### config.mk
export PLATFORM = sky130hd
export DESIGN_NAME = muldiv_unit_flat
export DESIGN_NICKNAME = d
export VERILOG_FILES = /design/src/rtl/muldiv_unit_if.sv /design/src/rtl/muldiv_unit.sv /design/src/flat_wrapper.sv
export SDC_FILE = /design/constraint.sdc
export NUM_CORES = 1
export LEC_CHECK = 0
export CELL_PAD_IN_SITES_DETAIL_PLACEMENT = 0
export CELL_PAD_IN_SITES_GLOBAL_PLACEMENT = 2
export CORE_ASPECT_RATIO = 1.1
export CORE_MARGIN = 3
export CORE_UTILIZATION = 35
export CTS_CLUSTER_DIAMETER = 200
export CTS_CLUSTER_SIZE = 30
export DETAILED_ROUTE_END_ITERATION = 16
export GPL_ROUTABILITY_DRIVEN = 0
export PLACE_DENSITY = 0.87
export SLEW_MARGIN = 5
export SYNTH_ARGS = -nofsm -noshare
export SYNTH_HDL_FRONTEND = slang
export SYNTH_SLANG_ARGS = --single-unit
### constraint.sdc
create_clock -name clk -period 8.68 [get_ports clk]
set_input_delay 1.302 -clock clk [delete_from_list [all_inputs] [get_ports clk]]
set_output_delay 1.302 -clock clk [all_outputs]
set_load 0.01 [all_outputs]
### src/rtl/muldiv_unit_if.sv
// Execute-stage mul/div bus: launch, operands, MTHI/MTLO writes and HI/LO results.
// The pipeline side (master) drives requests; the unit (slave) returns HI/LO and status.
interface muldiv_unit_if #(
   parameter int WIDTH = 32
);
   logic             start;
   logic [1:0]       op;
   logic [WIDTH-1:0] a;
   logic [WIDTH-1:0] b;
   logic             hi_we;
   logic             lo_we;
   logic [WIDTH-1:0] wd;
   logic [WIDTH-1:0] hi;
   logic [WIDTH-1:0] lo;
   logic             busy;
   logic             done;

   modport master (
      output start, op, a, b, hi_we, lo_we, wd,
      input  hi, lo, busy, done
   );

   modport slave (
      input  start, op, a, b, hi_we, lo_we, wd,
      output hi, lo, busy, done
   );
endinterface

### src/rtl/muldiv_unit.sv
// Iterative MULT/MULTU/DIV/DIVU unit, one bit per cycle, owning the HI/LO registers.
// Signed ops run on magnitudes; the sign is restored in the FIX cycle before commit.
module muldiv_unit #(
   parameter int WIDTH = 32,
   parameter int CW    = 6
) (
   input  logic         clk,
   input  logic         rst,
   muldiv_unit_if.slave bus
);
   typedef enum logic [1:0] {IDLE, CALC, FIX} state_t;

   state_t             state_reg;
   logic [CW-1:0]      cnt_reg;
   logic [2*WIDTH-1:0] acc_reg;
   logic [WIDTH-1:0]   opnd_reg;
   logic               is_div_reg;
   logic               sign_q_reg;
   logic               sign_r_reg;
   logic               div_zero_reg;
   logic [WIDTH-1:0]   hi_reg;
   logic [WIDTH-1:0]   lo_reg;
   logic               busy_reg;
   logic               done_reg;

   logic               is_signed;
   logic [WIDTH-1:0]   a_abs;
   logic [WIDTH-1:0]   b_abs;

   assign is_signed = bus.op[0];
   assign a_abs     = (is_signed && bus.a[WIDTH-1]) ? -bus.a : bus.a;
   assign b_abs     = (is_signed && bus.b[WIDTH-1]) ? -bus.b : bus.b;

   // Multiply step: acc holds {partial product, remaining multiplier bits}.
   logic [WIDTH-1:0]   addend;
   logic [WIDTH:0]     mul_sum;
   logic [2*WIDTH-1:0] mul_next;

   genvar gi;
   generate
      for (gi = 0; gi < WIDTH; gi++) begin : g_addend
         assign addend[gi] = opnd_reg[gi] & acc_reg[0];
      end
   endgenerate

   assign mul_sum  = {1'b0, acc_reg[2*WIDTH-1:WIDTH]} + {1'b0, addend};
   assign mul_next = {mul_sum, acc_reg[WIDTH-1:1]};

   // Restoring divide step: acc holds {remainder, dividend bits shifting into quotient}.
   logic [WIDTH:0]     div_shift;
   logic [WIDTH:0]     div_diff;
   logic [2*WIDTH-1:0] div_next;

   assign div_shift = acc_reg[2*WIDTH-1:WIDTH-1];
   assign div_diff  = div_shift - {1'b0, opnd_reg};
   assign div_next  = div_diff[WIDTH]
                    ? {div_shift[WIDTH-1:0], acc_reg[WIDTH-2:0], 1'b0}
                    : {div_diff[WIDTH-1:0],  acc_reg[WIDTH-2:0], 1'b1};

   // Sign restoration; a zero divisor leaves remainder = dividend, which re-signs back to raw a.
   logic [2*WIDTH-1:0] prod_fix;
   logic [WIDTH-1:0]   quo;
   logic [WIDTH-1:0]   rem;
   logic [WIDTH-1:0]   quo_fix;
   logic [WIDTH-1:0]   rem_fix;

   assign prod_fix = sign_q_reg ? -acc_reg : acc_reg;
   assign quo      = acc_reg[WIDTH-1:0];
   assign rem      = acc_reg[2*WIDTH-1:WIDTH];
   assign quo_fix  = div_zero_reg ? {WIDTH{1'b1}} : (sign_q_reg ? -quo : quo);
   assign rem_fix  = sign_r_reg ? -rem : rem;

   always_ff @(posedge clk or negedge rst) begin
      if (!rst) begin
         state_reg    <= IDLE;
         cnt_reg      <= '0;
         acc_reg      <= '0;
         opnd_reg     <= '0;
         is_div_reg   <= 1'b0;
         sign_q_reg   <= 1'b0;
         sign_r_reg   <= 1'b0;
         div_zero_reg <= 1'b0;
         hi_reg       <= '0;
         lo_reg       <= '0;
         busy_reg     <= 1'b0;
         done_reg     <= 1'b0;
      end else begin
         done_reg <= 1'b0;
         case (state_reg)
            IDLE: begin
               if (bus.hi_we) hi_reg <= bus.wd;
               if (bus.lo_we) lo_reg <= bus.wd;
               if (bus.start) begin
                  is_div_reg   <= bus.op[1];
                  sign_q_reg   <= is_signed & (bus.a[WIDTH-1] ^ bus.b[WIDTH-1]);
                  sign_r_reg   <= is_signed & bus.a[WIDTH-1];
                  div_zero_reg <= bus.op[1] && (bus.b == '0);
                  acc_reg      <= {{WIDTH{1'b0}}, (bus.op[1] ? a_abs : b_abs)};
                  opnd_reg     <= bus.op[1] ? b_abs : a_abs;
                  cnt_reg      <= '0;
                  busy_reg     <= 1'b1;
                  state_reg    <= CALC;
               end
            end
            CALC: begin
               acc_reg <= is_div_reg ? div_next : mul_next;
               cnt_reg <= cnt_reg + CW'(1);
               if (cnt_reg == CW'(WIDTH-1)) state_reg <= FIX;
            end
            FIX: begin
               if (is_div_reg) begin
                  hi_reg <= rem_fix;
                  lo_reg <= quo_fix;
               end else begin
                  hi_reg <= prod_fix[2*WIDTH-1:WIDTH];
                  lo_reg <= prod_fix[WIDTH-1:0];
               end
               busy_reg  <= 1'b0;
               done_reg  <= 1'b1;
               state_reg <= IDLE;
            end
            default: begin
               busy_reg  <= 1'b0;
               state_reg <= IDLE;
            end
         endcase
      end
   end

   assign bus.hi   = hi_reg;
   assign bus.lo   = lo_reg;
   assign bus.busy = busy_reg;
   assign bus.done = done_reg;
endmodule

### src/flat_wrapper.sv
// flat-port wrapper written by rule: the top's interface ports become plain ports
module muldiv_unit_flat 
#(
   parameter int WIDTH = 32,
   parameter int CW    = 6
)
  (clk, rst, bus_start, bus_op, bus_a, bus_b, bus_hi_we, bus_lo_we, bus_wd, bus_hi, bus_lo, bus_busy, bus_done);
  muldiv_unit_if #(.WIDTH(WIDTH)) bus_i ();
  input  logic clk;
  input  logic rst;
  input wire logic [$bits(bus_i.start)-1:0] bus_start;
  input wire logic [$bits(bus_i.op)-1:0] bus_op;
  input wire logic [$bits(bus_i.a)-1:0] bus_a;
  input wire logic [$bits(bus_i.b)-1:0] bus_b;
  input wire logic [$bits(bus_i.hi_we)-1:0] bus_hi_we;
  input wire logic [$bits(bus_i.lo_we)-1:0] bus_lo_we;
  input wire logic [$bits(bus_i.wd)-1:0] bus_wd;
  output wire logic [$bits(bus_i.hi)-1:0] bus_hi;
  output wire logic [$bits(bus_i.lo)-1:0] bus_lo;
  output wire logic [$bits(bus_i.busy)-1:0] bus_busy;
  output wire logic [$bits(bus_i.done)-1:0] bus_done;
  assign bus_i.start = bus_start;
  assign bus_i.op = bus_op;
  assign bus_i.a = bus_a;
  assign bus_i.b = bus_b;
  assign bus_i.hi_we = bus_hi_we;
  assign bus_i.lo_we = bus_lo_we;
  assign bus_i.wd = bus_wd;
  assign bus_hi = bus_i.hi;
  assign bus_lo = bus_i.lo;
  assign bus_busy = bus_i.busy;
  assign bus_done = bus_i.done;
  muldiv_unit #(.WIDTH(WIDTH), .CW(CW)) u_core (.clk(clk), .rst(rst), .bus(bus_i));
endmodule
==> flow_metrics.env <==
export IMPL_ys_flop_type="dfrtp_1"
export IMPL_crit_fanout=9
export IMPL_dieHeight_um=223
export IMPL_async_flop_share=1.00
export IMPL_num_io_pins=169
export IMPL_cp_top_family="compound AO/OA/AOI/OAI gates"
export IMPL_internal_power_mw=3.61
export IMPL_syn_area_um2=14900
export IMPL_largest_reg_flops=64
export IMPL_design_area_um2=17600
export IMPL_worstPathRequired_ns=9.04
export IMPL_routed_wl_met2_um=24900
export IMPL_hp_class="flip-flop to flip-flop"
export IMPL_power_frac_comb=0.644
export IMPL_setup_violations=0
export IMPL_fin_skew_ns=0.0134
export IMPL_viasPerCell=5.66
export IMPL_fin_util=0.422
export IMPL_cp_slowest_stage_delay_ns=0.61
export IMPL_tightest_slew_ns=1.22
export IMPL_cts_hold_buf=0
export IMPL_multi_input_area_um2=9910
export IMPL_die_area_um2=45200
export IMPL_vdd_drop_max_uv=283
export IMPL_cts_buffers=17
export IMPL_htree_levels=4
export IMPL_synth_distinct_cells=76
export IMPL_cts_sinks=174
export IMPL_cts_tree="yes"
export IMPL_p_clk_frac=0.106
export IMPL_yosys_warnings=0
export IMPL_final_cells=2550
export IMPL_drc=0
export IMPL_dp_cells=2518
export IMPL_die_w_um=203
export IMPL_dr_pass1_iters=5
export IMPL_power_density_nw_per_um2=414
export IMPL_status="completed"
export IMPL_p_sw_mw=3.66
export IMPL_root_buffer="clkbuf_16"
export IMPL_endpoint_kind="flip-flop"
export IMPL_crit_type="flip-flop to flip-flop"
export IMPL_critPathLaunchType="flip-flop"
export IMPL_grt_pass1_wl_um=84300
export IMPL_clockBufferDepth=2
export IMPL_wl_per_cell_um=21.6
export IMPL_hpwlAfterDp_um=42500
export IMPL_vias=14400
export IMPL_finalHoldViolations=0
export IMPL_post_route_min_period_ns=4.48
export IMPL_sw_frac_of_total=0.503
export IMPL_overflow=0
export IMPL_nNetsFinal=2151
export IMPL_post_cts_buffers=0
export IMPL_slew_viol_final=0
export IMPL_drive_above_1_share=0.0467
export IMPL_grt_max_degree=84
export IMPL_path_clk_slew_ns=0.07
export IMPL_nFillCells=4250
export IMPL_synth_edff_count=0
export IMPL_seqCellArea_um2=4360
export IMPL_synth_avg_cell_area_um2=7.88
export IMPL_path_buf_inv=1
export IMPL_setup_tns_final_ns=0
export IMPL_seqPwrFrac=0.250
export IMPL_drtIter0Drc=1120
export IMPL_postSynthCellCount=1895
export IMPL_fmax_mhz=223
export IMPL_synth_area_leaders="dfrtp_1, o21ai_0, ha_1, a21oi_1, xnor2_1"
export IMPL_drtAntennaViolNets=0
export IMPL_antenna_cells=0
export IMPL_synth_top_cell_area_share=0.291
export IMPL_rsz0062_at_grt="no"
export IMPL_slew_headroom=0.189
export IMPL_yosysTopAreaCell="dfrtp_1"
export IMPL_met3_length_um=3050
export IMPL_clk_latency_ns=0.45
export IMPL_maxCapViolations=0
export IMPL_crit_path_cell_trace="and2_1 > ha_1 > inv_1 > fa_1 > nand2b_1 > a21o_1 > a31oi_1 > a2111oi_0 > a211oi_1 > a311oi_1 > nor4_1 > o32ai_1 > a31oi_1"
export IMPL_first_global_vias=14000
export IMPL_crit_slowest_cell="dfrtp_1"
export IMPL_drt_wl_total_um=55100
export IMPL_post_cts_resized=0
export IMPL_synth_seq_cells=174
export IMPL_dr_max_layer_used="met4"
export IMPL_antenna_found_initial=0
export IMPL_syn_num_nets=2069
export IMPL_wl_met1_um=25300
export IMPL_seq_area_frac_synth=0.291
export IMPL_crit_arrival_ns=4.84
export IMPL_initial_core_util=0.359
export IMPL_area_growth_pct=17.6
export IMPL_cpMostUsedCell="a31oi_1"
export IMPL_row_count=78
export IMPL_gr_usage_all_layers=0.239
export IMPL_period_share=0.516
export IMPL_power_mw=7.27
export IMPL_leakagePower_nw=7.16
export IMPL_placed_area_um2=17000
export IMPL_port_buffers=168
export IMPL_core_area_um2=41700
export IMPL_synth_common_cells="o21ai_0, nand2_1, dfrtp_1"
export IMPL_post_synth_top_count_cell="o21ai_0"
[area by class of cell]
cell class	instances	share of cell area
clock inverters	13	0.00712
flip-flops and latches	174	0.248
inverters	62	0.0132
multi-input cells	1538	0.564
clock buffers	19	0.0252
well taps	560	0.0399
repair buffers	184	0.102
[stage by stage]
stage | hold WS [ns] | setup WS (ns)
2_1_floorplan | 0.450 | 5.03
3_3_place_gp | 0.462 | 4.12
3_5_place_dp | 0.470 | 4.00
4_1_cts | 0.487 | 4.29
5_1_grt | 0.507 | 4.01
6_report | 0.482 | 4.20
[worst min-delay path, stage by stage (launching register included)]
cell,delay (ns)
dfrtp_1,0.34
nand2_1,0.05
o21ai_0,0.06
[power groups by stage]
stage	clock network (mW)	logic [mW]	registers, mW
after detailed placement	0	4.65	1.81
after global placement	0	4.61	1.80
after floorplan	0	3.32	1.59
final	0.773	4.68	1.82
after CTS	0.783	4.66	1.80
after global routing	0.816	5.20	1.87
[layer usage]
layer	vias up	track usage
met1	6938	0.332
met4	0	0.0852
met5	-	0
li1	7049	-
met2	398	0.383
met3	55	0.0293
[final timing paths]
check                                       start  cells past startpoint                 end  slack [ns]
max in group asynchronous                     rst                      2    u_core.bus.hi[9]        6.57
min in group asynchronous                     rst                      1   u_core.bus.lo[15]        0.84
worst min register to register   u_core.bus.lo[5]                      2    u_core.bus.lo[5]        0.48
worst max register to register  u_core.acc_reg[0]                     13  u_core.acc_reg[63]        4.20
worst min-delay path             u_core.bus.lo[5]                      2    u_core.bus.lo[5]        0.48
worst max-delay path            u_core.acc_reg[0]                     13  u_core.acc_reg[63]        4.20
[logic make-up after synthesis]
group,Yosys count,synth area share
AO/OA/AOI/OAI,659,0.268
AND/OR/NAND/NOR,560,0.179
buffers and inverters,183,0.0471
flip-flops,174,0.291
XOR/XNOR,172,0.101
multiplexers,76,0.0519
adder cells (fa/ha/maj),71,0.0605
[cells in the final DEF, fill, tap and decap left out, drive strengths merged, types with 13 or more instances in the layout]
cell and n:
o211ai 18, nor2 172, ha 69, inv 68, clkbuf 19, a21o 26
and3 17, nand3 19, buf 18, xor2 77, a31oi 16, a211oi 24
dfrtp 174, a21oi 172, nand4 13, o41ai 13, o22ai 37, a22oi 26
xnor2 95, o31ai 21, nor4 21, or3 30, o21ai 228, nand2b 21
mux2i 64, nor3 24, clkdlybuf4s50 166, or4 15, nand2 196
Power figures use the tool's default switching activity.
